### config.mk
export PLATFORM = sky130hd
export DESIGN_NAME = mem_arbiter
export DESIGN_NICKNAME = d
export VERILOG_FILES = /design/src/rtl/mem_arbiter.sv
export SDC_FILE = /design/constraint.sdc
export NUM_CORES = 1
export LEC_CHECK = 0
export BUFFER_PORTS_ARGS = -buffer_cell sky130_fd_sc_hd__clkbuf_2
export CORE_AREA = 2 2 105 107
export CTS_BUF_LIST = sky130_fd_sc_hd__clkbuf_8
export CTS_CLUSTER_SIZE = 30
export DETAILED_ROUTE_END_ITERATION = 6
export DIE_AREA = 0 0 107 109
export PLACE_DENSITY_LB_ADDON = 0.15
export SKIP_CTS_REPAIR_TIMING = 1
export SLEW_MARGIN = 20
export SYNTH_ARGS = -nofsm -noshare
export SYNTH_HDL_FRONTEND = slang
export SYNTH_SLANG_ARGS = --single-unit
export TNS_END_PERCENT = 100
### constraint.sdc
create_clock -name clk_i -period 2.2 [get_ports clk_i]
set_clock_uncertainty 0.1 [all_clocks]
set_input_delay 0.22 -clock clk_i [delete_from_list [all_inputs] [get_ports clk_i]]
set_output_delay 0.22 -clock clk_i [all_outputs]
set_load 0.02 [all_outputs]
### src/rtl/mem_arbiter.sv
// mem_arbiter: shares one single-port, synchronous-read unified memory between
// the instruction-fetch port and the load/store port of the core.
//
// Grants at most one access per cycle. Data wins over fetch. Read data returns
// one cycle after the grant and is routed to the port that issued the read.
// Synchronous active-high reset.
//
// Optional build macro: MEM_ARB_STARVE_GUARD_EN
//   Defined   : a saturating counter tracks consecutive denied fetch cycles.
//               When it reaches STARVE_MAX, the pending fetch is granted even
//               if a data request is present.
//   Undefined : strict data priority. Fetch may starve indefinitely.
//
// Ports
//   clk_i, rst_i               clock, synchronous active-high reset
//   if_req_i, if_addr_i        fetch request, word address
//   if_gnt_o, if_stall_o       fetch accepted / fetch pending but denied
//   if_rvalid_o, if_rdata_o    fetch response (cycle after if_gnt_o)
//   d_req_i, d_we_i, d_addr_i  data request, store flag, byte address
//   d_wdata_i, d_be_i          store data, byte enables
//   d_gnt_o                    data access accepted
//   d_rvalid_o, d_rdata_o      load response (cycle after load grant)
//   mem_en_o .. mem_be_o       memory macro drive
//   mem_rdata_i                memory read data (cycle after read strobe)

module mem_arbiter #(
  parameter int ADDR_W     = 32,
  parameter int STARVE_MAX = 4
) (
  input  logic              clk_i,
  input  logic              rst_i,
  input  logic              if_req_i,
  input  logic [ADDR_W-3:0] if_addr_i,
  output logic              if_gnt_o,
  output logic              if_rvalid_o,
  output logic [31:0]       if_rdata_o,
  output logic              if_stall_o,
  input  logic              d_req_i,
  input  logic              d_we_i,
  input  logic [ADDR_W-1:0] d_addr_i,
  input  logic [31:0]       d_wdata_i,
  input  logic [3:0]        d_be_i,
  output logic              d_gnt_o,
  output logic              d_rvalid_o,
  output logic [31:0]       d_rdata_o,
  output logic              mem_en_o,
  output logic              mem_we_o,
  output logic [ADDR_W-3:0] mem_addr_o,
  output logic [31:0]       mem_wdata_o,
  output logic [3:0]        mem_be_o,
  input  logic [31:0]       mem_rdata_i
);

  // Elaboration-time parameter sanity check.
  if (STARVE_MAX < 1 || STARVE_MAX > 15) begin : g_bad_starve_max
    $error("mem_arbiter: STARVE_MAX must be in 1..15");
  end

  // Read-response owner: who issued the read granted in the previous cycle.
  localparam logic [1:0] OWN_NONE = 2'd0;
  localparam logic [1:0] OWN_IF   = 2'd1;
  localparam logic [1:0] OWN_D    = 2'd2;

  logic [1:0] owner_q, owner_d;
  logic       force_if;
  logic       if_gnt, d_gnt;

  // Byte offset of the data address is intentionally ignored.
  logic unused_d_addr_lsb;
  assign unused_d_addr_lsb = ^d_addr_i[1:0];

`ifdef MEM_ARB_STARVE_GUARD_EN
  localparam logic [3:0] STARVE_LIM = 4'(STARVE_MAX);

  logic [3:0] starve_q, starve_d;

  assign force_if = if_req_i && (starve_q == STARVE_LIM);

  always_comb begin
    starve_d = starve_q;
    if (!if_req_i || if_gnt) begin
      starve_d = 4'd0;
    end else if (starve_q != STARVE_LIM) begin
      starve_d = starve_q + 4'd1;
    end
  end

  always_ff @(posedge clk_i) begin
    if (rst_i) begin
      starve_q <= 4'd0;
    end else begin
      starve_q <= starve_d;
    end
  end
`else
  assign force_if = 1'b0;
`endif

  // Grant decision is purely combinational on this cycle's requests.
  assign d_gnt  = !rst_i && d_req_i && !force_if;
  assign if_gnt = !rst_i && if_req_i && (!d_req_i || force_if);

  assign d_gnt_o    = d_gnt;
  assign if_gnt_o   = if_gnt;
  assign if_stall_o = !rst_i && if_req_i && !if_gnt;

  always_comb begin
    mem_en_o    = 1'b0;
    mem_we_o    = 1'b0;
    mem_addr_o  = '0;
    mem_wdata_o = 32'd0;
    mem_be_o    = 4'h0;
    if (d_gnt) begin
      mem_en_o    = 1'b1;
      mem_we_o    = d_we_i;
      mem_addr_o  = d_addr_i[ADDR_W-1:2];
      mem_wdata_o = d_wdata_i;
      mem_be_o    = d_be_i;
    end else if (if_gnt) begin
      mem_en_o    = 1'b1;
      mem_addr_o  = if_addr_i;
      mem_be_o    = 4'hF;
    end
  end

  // Stores complete at grant and produce no response.
  always_comb begin
    owner_d = OWN_NONE;
    if (if_gnt) begin
      owner_d = OWN_IF;
    end else if (d_gnt && !d_we_i) begin
      owner_d = OWN_D;
    end
  end

  always_ff @(posedge clk_i) begin
    if (rst_i) begin
      owner_q <= OWN_NONE;
    end else begin
      owner_q <= owner_d;
    end
  end

  // Gating with rst_i kills a response whose grant preceded reset assertion.
  assign if_rvalid_o = !rst_i && (owner_q == OWN_IF);
  assign d_rvalid_o  = !rst_i && (owner_q == OWN_D);
  assign if_rdata_o  = if_rvalid_o ? mem_rdata_i : 32'd0;
  assign d_rdata_o   = d_rvalid_o  ? mem_rdata_i : 32'd0;

endmodule

# == Word level (Yosys, flattened, before mapping) ==
# Cells that the tools add are included.
# word_totals
inputBits,135
out_inout_bits,137
regBits,2
word_cells,28
# classes
n_eq_ne,2
n_mux,12
n_reduce_logical,12
# op_table
op,count
$mux W32,3
$mux W30,2
$mux W4,2
$logic_and A1 B1 Y1,7
$logic_not A1 Y1,4
$mux W1,4
$eq A2 B1 Y1 const B,1
$eq A2 B2 Y1 const B,1
$mux W2,1
$reduce_or A2 Y1,1

# == Longest topological paths before layout ==
# logic_depth
word_depth,5
mapped_depth,5
mapped_depth_nobuf,2

# == Worst setup path after synthesis ==
# Ideal clock, no wire load.
# synth_timing
path_type,reg2out
from,register owner_q[1]
to,output port d_rdata_o[22]
arrival_time_ns,1.064
slack_ns,0.816
path_buffers,1
required_ns,1.880
stages_incl_launch_ff,4
path_cell_list,dfxtp_1 nor3b_4 buf_6 and2_1
# synth_between
elab_chain_cells,3
# synth_lines
element,line,source
from (decl),64,"logic [1:0] owner_q, owner_d;"
from (signal assigned),140,owner_q <= owner_d;
$eq A2 B2 Y1,146,assign d_rvalid_o = !rst_i && (owner_q == OWN_D);
$logic_and A1 B1 Y1,146,
via d_rvalid_o,44,"output logic d_rvalid_o,"
$mux W32,148,assign d_rdata_o = d_rvalid_o ? mem_rdata_i : 32'd0;
to (decl),45,"output logic [31:0] d_rdata_o,"
# The timed path passes the listed nets, and every way through them passes these cells.

# == Final worst setup path ==
# layout_timing
from,register owner_q[1]
to,output port d_rdata_o[28]
# layout_between
elab_chain_cells,3
# layout_lines
element,line
$eq A2 B2 Y1,146
$logic_and A1 B1 Y1,146
$mux W32,148
# Every way passes these cells.

==> report_table.html <==
<table>
<tr><th>Metric</th><th>Value</th></tr>
<tr><th colspan="2">Finish</th></tr>
<tr><td>Core occupancy in the finished layout</td><td>25.4%</td></tr>
<tr><td>Number of inserted diodes</td><td>0</td></tr>
<tr><td>Final Instance Count excl. Fillers</td><td>565</td></tr>
<tr><td>Area Overhead vs Synth</td><td>110%</td></tr>
<tr><td>Max reg flops</td><td>2</td></tr>
<tr><td>Register name with the most flops</td><td>owner_q</td></tr>
<tr><td>Biggest registers after layout</td><td>owner_q x2</td></tr>
<tr><td>Number of nets in the layout</td><td>562</td></tr>
<tr><td>Fill count</td><td>1183</td></tr>
<tr><td>Commonest cells after routing, fill and taps aside</td><td>269 x sky130_fd_sc_hd__clkbuf_2, 100 x sky130_fd_sc_hd__and2_1, 30 x sky130_fd_sc_hd__a32o_1</td></tr>
<tr><td>Share of cells above drive strength 1</td><td>66.1%</td></tr>
<tr><td>Summed area of non-filler cells in the final layout</td><td>2690 um2</td></tr>
<tr><td>Most common library cell in the layout ignoring fill and taps</td><td>sky130_fd_sc_hd__clkbuf_2</td></tr>
<tr><th colspan="2">Clocking</th></tr>
<tr><td>TritonCTS clock tree</td><td>done</td></tr>
<tr><td>Clock slew at reported path FFs</td><td>30 ps</td></tr>
<tr><td>Number of clock sinks</td><td>2</td></tr>
<tr><td>CTS Buf Count</td><td>3</td></tr>
<tr><td>Maximum buffer depth of the clock tree</td><td>2</td></tr>
<tr><td>Cell at the root of the clock tree</td><td>sky130_fd_sc_hd__clkbuf_8</td></tr>
<tr><td>Level count of the clock H-tree</td><td>1</td></tr>
<tr><th colspan="2">Yosys</th></tr>
<tr><td>Count of different cell masters after synthesis</td><td>16</td></tr>
<tr><td>Sequential fraction of the synthesis area</td><td>3.13%</td></tr>
<tr><td>Register bit count reported by yosys</td><td>2</td></tr>
<tr><td>Cell area after synthesis</td><td>1280 um2</td></tr>
<tr><td>Post-Synthesis Net Count</td><td>306</td></tr>
<tr><td>Main area contributors after synthesis</td><td>sky130_fd_sc_hd__and2_1 49%, sky130_fd_sc_hd__a32o_1 23%, sky130_fd_sc_hd__buf_6 11%</td></tr>
<tr><td>Top-area cell type share of the netlist area</td><td>48.9%</td></tr>
<tr><td>Cells after synthesis</td><td>171</td></tr>
<tr><td>Avg Inst Size Synth</td><td>7.48 um2</td></tr>
<tr><td>Cell accounting for the most synthesized area</td><td>sky130_fd_sc_hd__and2_1</td></tr>
<tr><td>Syn. warnings</td><td>0</td></tr>
<tr><th colspan="2">Floorplan</th></tr>
<tr><td>Chip height</td><td>109 um</td></tr>
<tr><td>Starting density of the core</td><td>12.1%</td></tr>
<tr><td>Top-level I/O count</td><td>272</td></tr>
<tr><td>Std cell rows</td><td>38</td></tr>
<tr><td>Placeable core region</td><td>10600 um2</td></tr>
<tr><td>Die Wd</td><td>107 um</td></tr>
<tr><td>Overall die area</td><td>11700 um2</td></tr>
<tr><th colspan="2">Place</th></tr>
<tr><td>Placement Cell Area</td><td>2650 um2</td></tr>
<tr><td>Routability-driven placement congestion ratio</td><td>0.695</td></tr>
<tr><td>Pre-CTS setup slack</td><td>499 ps</td></tr>
<tr><td>Post-detail-place hpwl</td><td>5.63 mm</td></tr>
<tr><td>Placed instance count</td><td>562</td></tr>
<tr><td>Count of input and output buffers</td><td>269</td></tr>
<tr><th colspan="2">Detailed routing</th></tr>
<tr><td>Number of nets still failing antenna checks after routing</td><td>0</td></tr>
<tr><td>Total vias in the final route</td><td>2211</td></tr>
<tr><td>Final Routed Wirelength</td><td>6.38 mm</td></tr>
<tr><td>Detail-routed net length per standard cell</td><td>11.3 um</td></tr>
<tr><td>DRT iter0 DRCs</td><td>48</td></tr>
<tr><td>DRC violation count after routing</td><td>0</td></tr>
<tr><td>Iteration count of the initial detailed-routing pass</td><td>3</td></tr>
<tr><td>Average vias per placed instance</td><td>3.91</td></tr>
<tr><th colspan="2">Global routing</th></tr>
<tr><td>First-pass GRT wire length</td><td>9.10 mm</td></tr>
<tr><td>Via count of the first global-routing pass</td><td>1844</td></tr>
<tr><td>Number of antenna violations at the first check in global routing</td><td>0</td></tr>
<tr><td>Total congestion overflow</td><td>0</td></tr>
<tr><td>Largest net degree at the start of global routing</td><td>65</td></tr>
<tr><td>Combined global-route utilization of all metal layers</td><td>9.50%</td></tr>
<tr><th colspan="2">STA</th></tr>
<tr><td>Worst slew margin relative to its limit</td><td>65.3%</td></tr>
<tr><td>Final clock period utilization by the worst path</td><td>77.6%</td></tr>
<tr><td>Sum of negative setup slack</td><td>0 ps</td></tr>
<tr><td>RSZ-0062 raised after global routing</td><td>false</td></tr>
<tr><td>Final count of negative-setup-slack endpoints</td><td>0</td></tr>
<tr><td>Hold Slack</td><td>83.3 ps</td></tr>
<tr><td>Slew of the pin with the lowest slew margin</td><td>520 ps</td></tr>
<tr><td>Highest clock rate</td><td>0.585 GHz</td></tr>
<tr><td>Final hold vios</td><td>0</td></tr>
<tr><td>Final min period</td><td>1710 ps</td></tr>
<tr><td>Final number of max-transition violations</td><td>0</td></tr>
<tr><td>Post-route setup slack</td><td>492 ps</td></tr>
<tr><th colspan="2">Worst setup path</th></tr>
<tr><td>Sort of element at the end of the critical path</td><td>output pin</td></tr>
<tr><td>Data required time at the worst endpoint</td><td>1880 ps</td></tr>
<tr><td>Category of the worst setup path launch point</td><td>flip-flop</td></tr>
<tr><td>Data arrival, critical path</td><td>1390 ps</td></tr>
<tr><td>Critical path class</td><td>flip-flop to output pin</td></tr>
<tr><td>Largest fanout on the critical path</td><td>33</td></tr>
<tr><th colspan="2">Hold path</th></tr>
<tr><td>Hold depth</td><td>2</td></tr>
<tr><td>Type of the worst min-delay path</td><td>input pin to flip-flop</td></tr>
<tr><td>Hold wc startpoint</td><td>d_we_i</td></tr>
<tr><td>End of the worst hold path</td><td>owner_q[1]</td></tr>
<tr><th colspan="2">Power</th></tr>
<tr><td>Power per standard cell area</td><td>229 nW/um2</td></tr>
<tr><td>Max VDD drop</td><td>0.0923 mV</td></tr>
<tr><td>Total power</td><td>615 uW</td></tr>
<tr><td>Leakage dissipation</td><td>1.64 nW</td></tr>
<tr><th colspan="2">Run</th></tr>
<tr><td>Max-capacitance violation count</td><td>0</td></tr>
<tr><th colspan="2">Run status</th></tr>
<tr><td>Status</td><td>finished, final reports clean</td></tr>
</table>
-- Yosys cell counts --
master                     instances
sky130_fd_sc_hd__and2_1          100
sky130_fd_sc_hd__a32o_1           30
sky130_fd_sc_hd__buf_6            13
sky130_fd_sc_hd__a21oi_1           4
sky130_fd_sc_hd__nand2_1           4
sky130_fd_sc_hd__buf_2             3
sky130_fd_sc_hd__buf_4             3
sky130_fd_sc_hd__clkbuf_1          3
sky130_fd_sc_hd__dfxtp_1           2
sky130_fd_sc_hd__nor2_1            2
sky130_fd_sc_hd__nor3b_4           2
sky130_fd_sc_hd__inv_2             1
sky130_fd_sc_hd__nand2b_1          1
sky130_fd_sc_hd__nor2b_2           1
sky130_fd_sc_hd__nor2b_4           1
sky130_fd_sc_hd__nor3_1            1
-- critical path, cell delays in order, from the launching register on --
cell and delay (ps):
sky130_fd_sc_hd__dfxtp_1 360, sky130_fd_sc_hd__nor3b_4 180, sky130_fd_sc_hd__buf_4 280, sky130_fd_sc_hd__and2_1 180, sky130_fd_sc_hd__clkbuf_2 170
-- routing by layer --
| layer | part of all wire [%] | wire (um) | vias to the layer above | GRT usage, % |
|---|---|---|---|---|
| li1 | - | - | 1098 | - |
| met1 | 35 | 2250 | 951 | 10.3 |
| met2 | 50 | 3220 | 160 | 18.4 |
| met3 | 14 | 890 | 2 | 3.23 |
| met4 | 0.36 | 23 | 0 | 0.928 |
| met5 | 0 | 0 | - | 0 |
-- final cells by class --
| class | instances | area [um2] | area share, % |
|---|---|---|---|
| timing repair buffer | 273 | 1390 | 51.7 |
| multi-input combinational | 146 | 1040 | 38.7 |
| tap | 140 | 175 | 6.51 |
| clock buffer | 3 | 41.3 | 1.54 |
| sequential | 2 | 40.0 | 1.49 |
| inverter | 1 | 3.75 | 0.140 |
-- report_power, final --
group | switching [mW] | total [mW] | internal [mW]
Clock | 0.0256 | 0.141 | 0.115
Combinational | 0.240 | 0.434 | 0.194
Sequential | 0.00146 | 0.0396 | 0.0381
-- logic make-up after synthesis --
family,share of synthesized area (%)
AO/OA/AOI/OAI,25.0
buffers and inverters,15.6
AND/OR/NAND/NOR,56.3
flip-flops,3.13
-- how the worst max path moves through the flow --
stage | from | cells past startpoint | end | slack (ps)
detailed placement | rst_i | 5 | mem_addr_o[5] | 500
floorplan | owner_q[1] | 3 | d_rdata_o[22] | 820
global route | owner_q[0] | 4 | if_rdata_o[0] | 390
global placement | rst_i | 5 | mem_addr_o[27] | 490
CTS | owner_q[1] | 4 | d_rdata_o[28] | 470
finish | owner_q[1] | 4 | d_rdata_o[28] | 490
No activity file was read; power rests on OpenSTA's default activity.
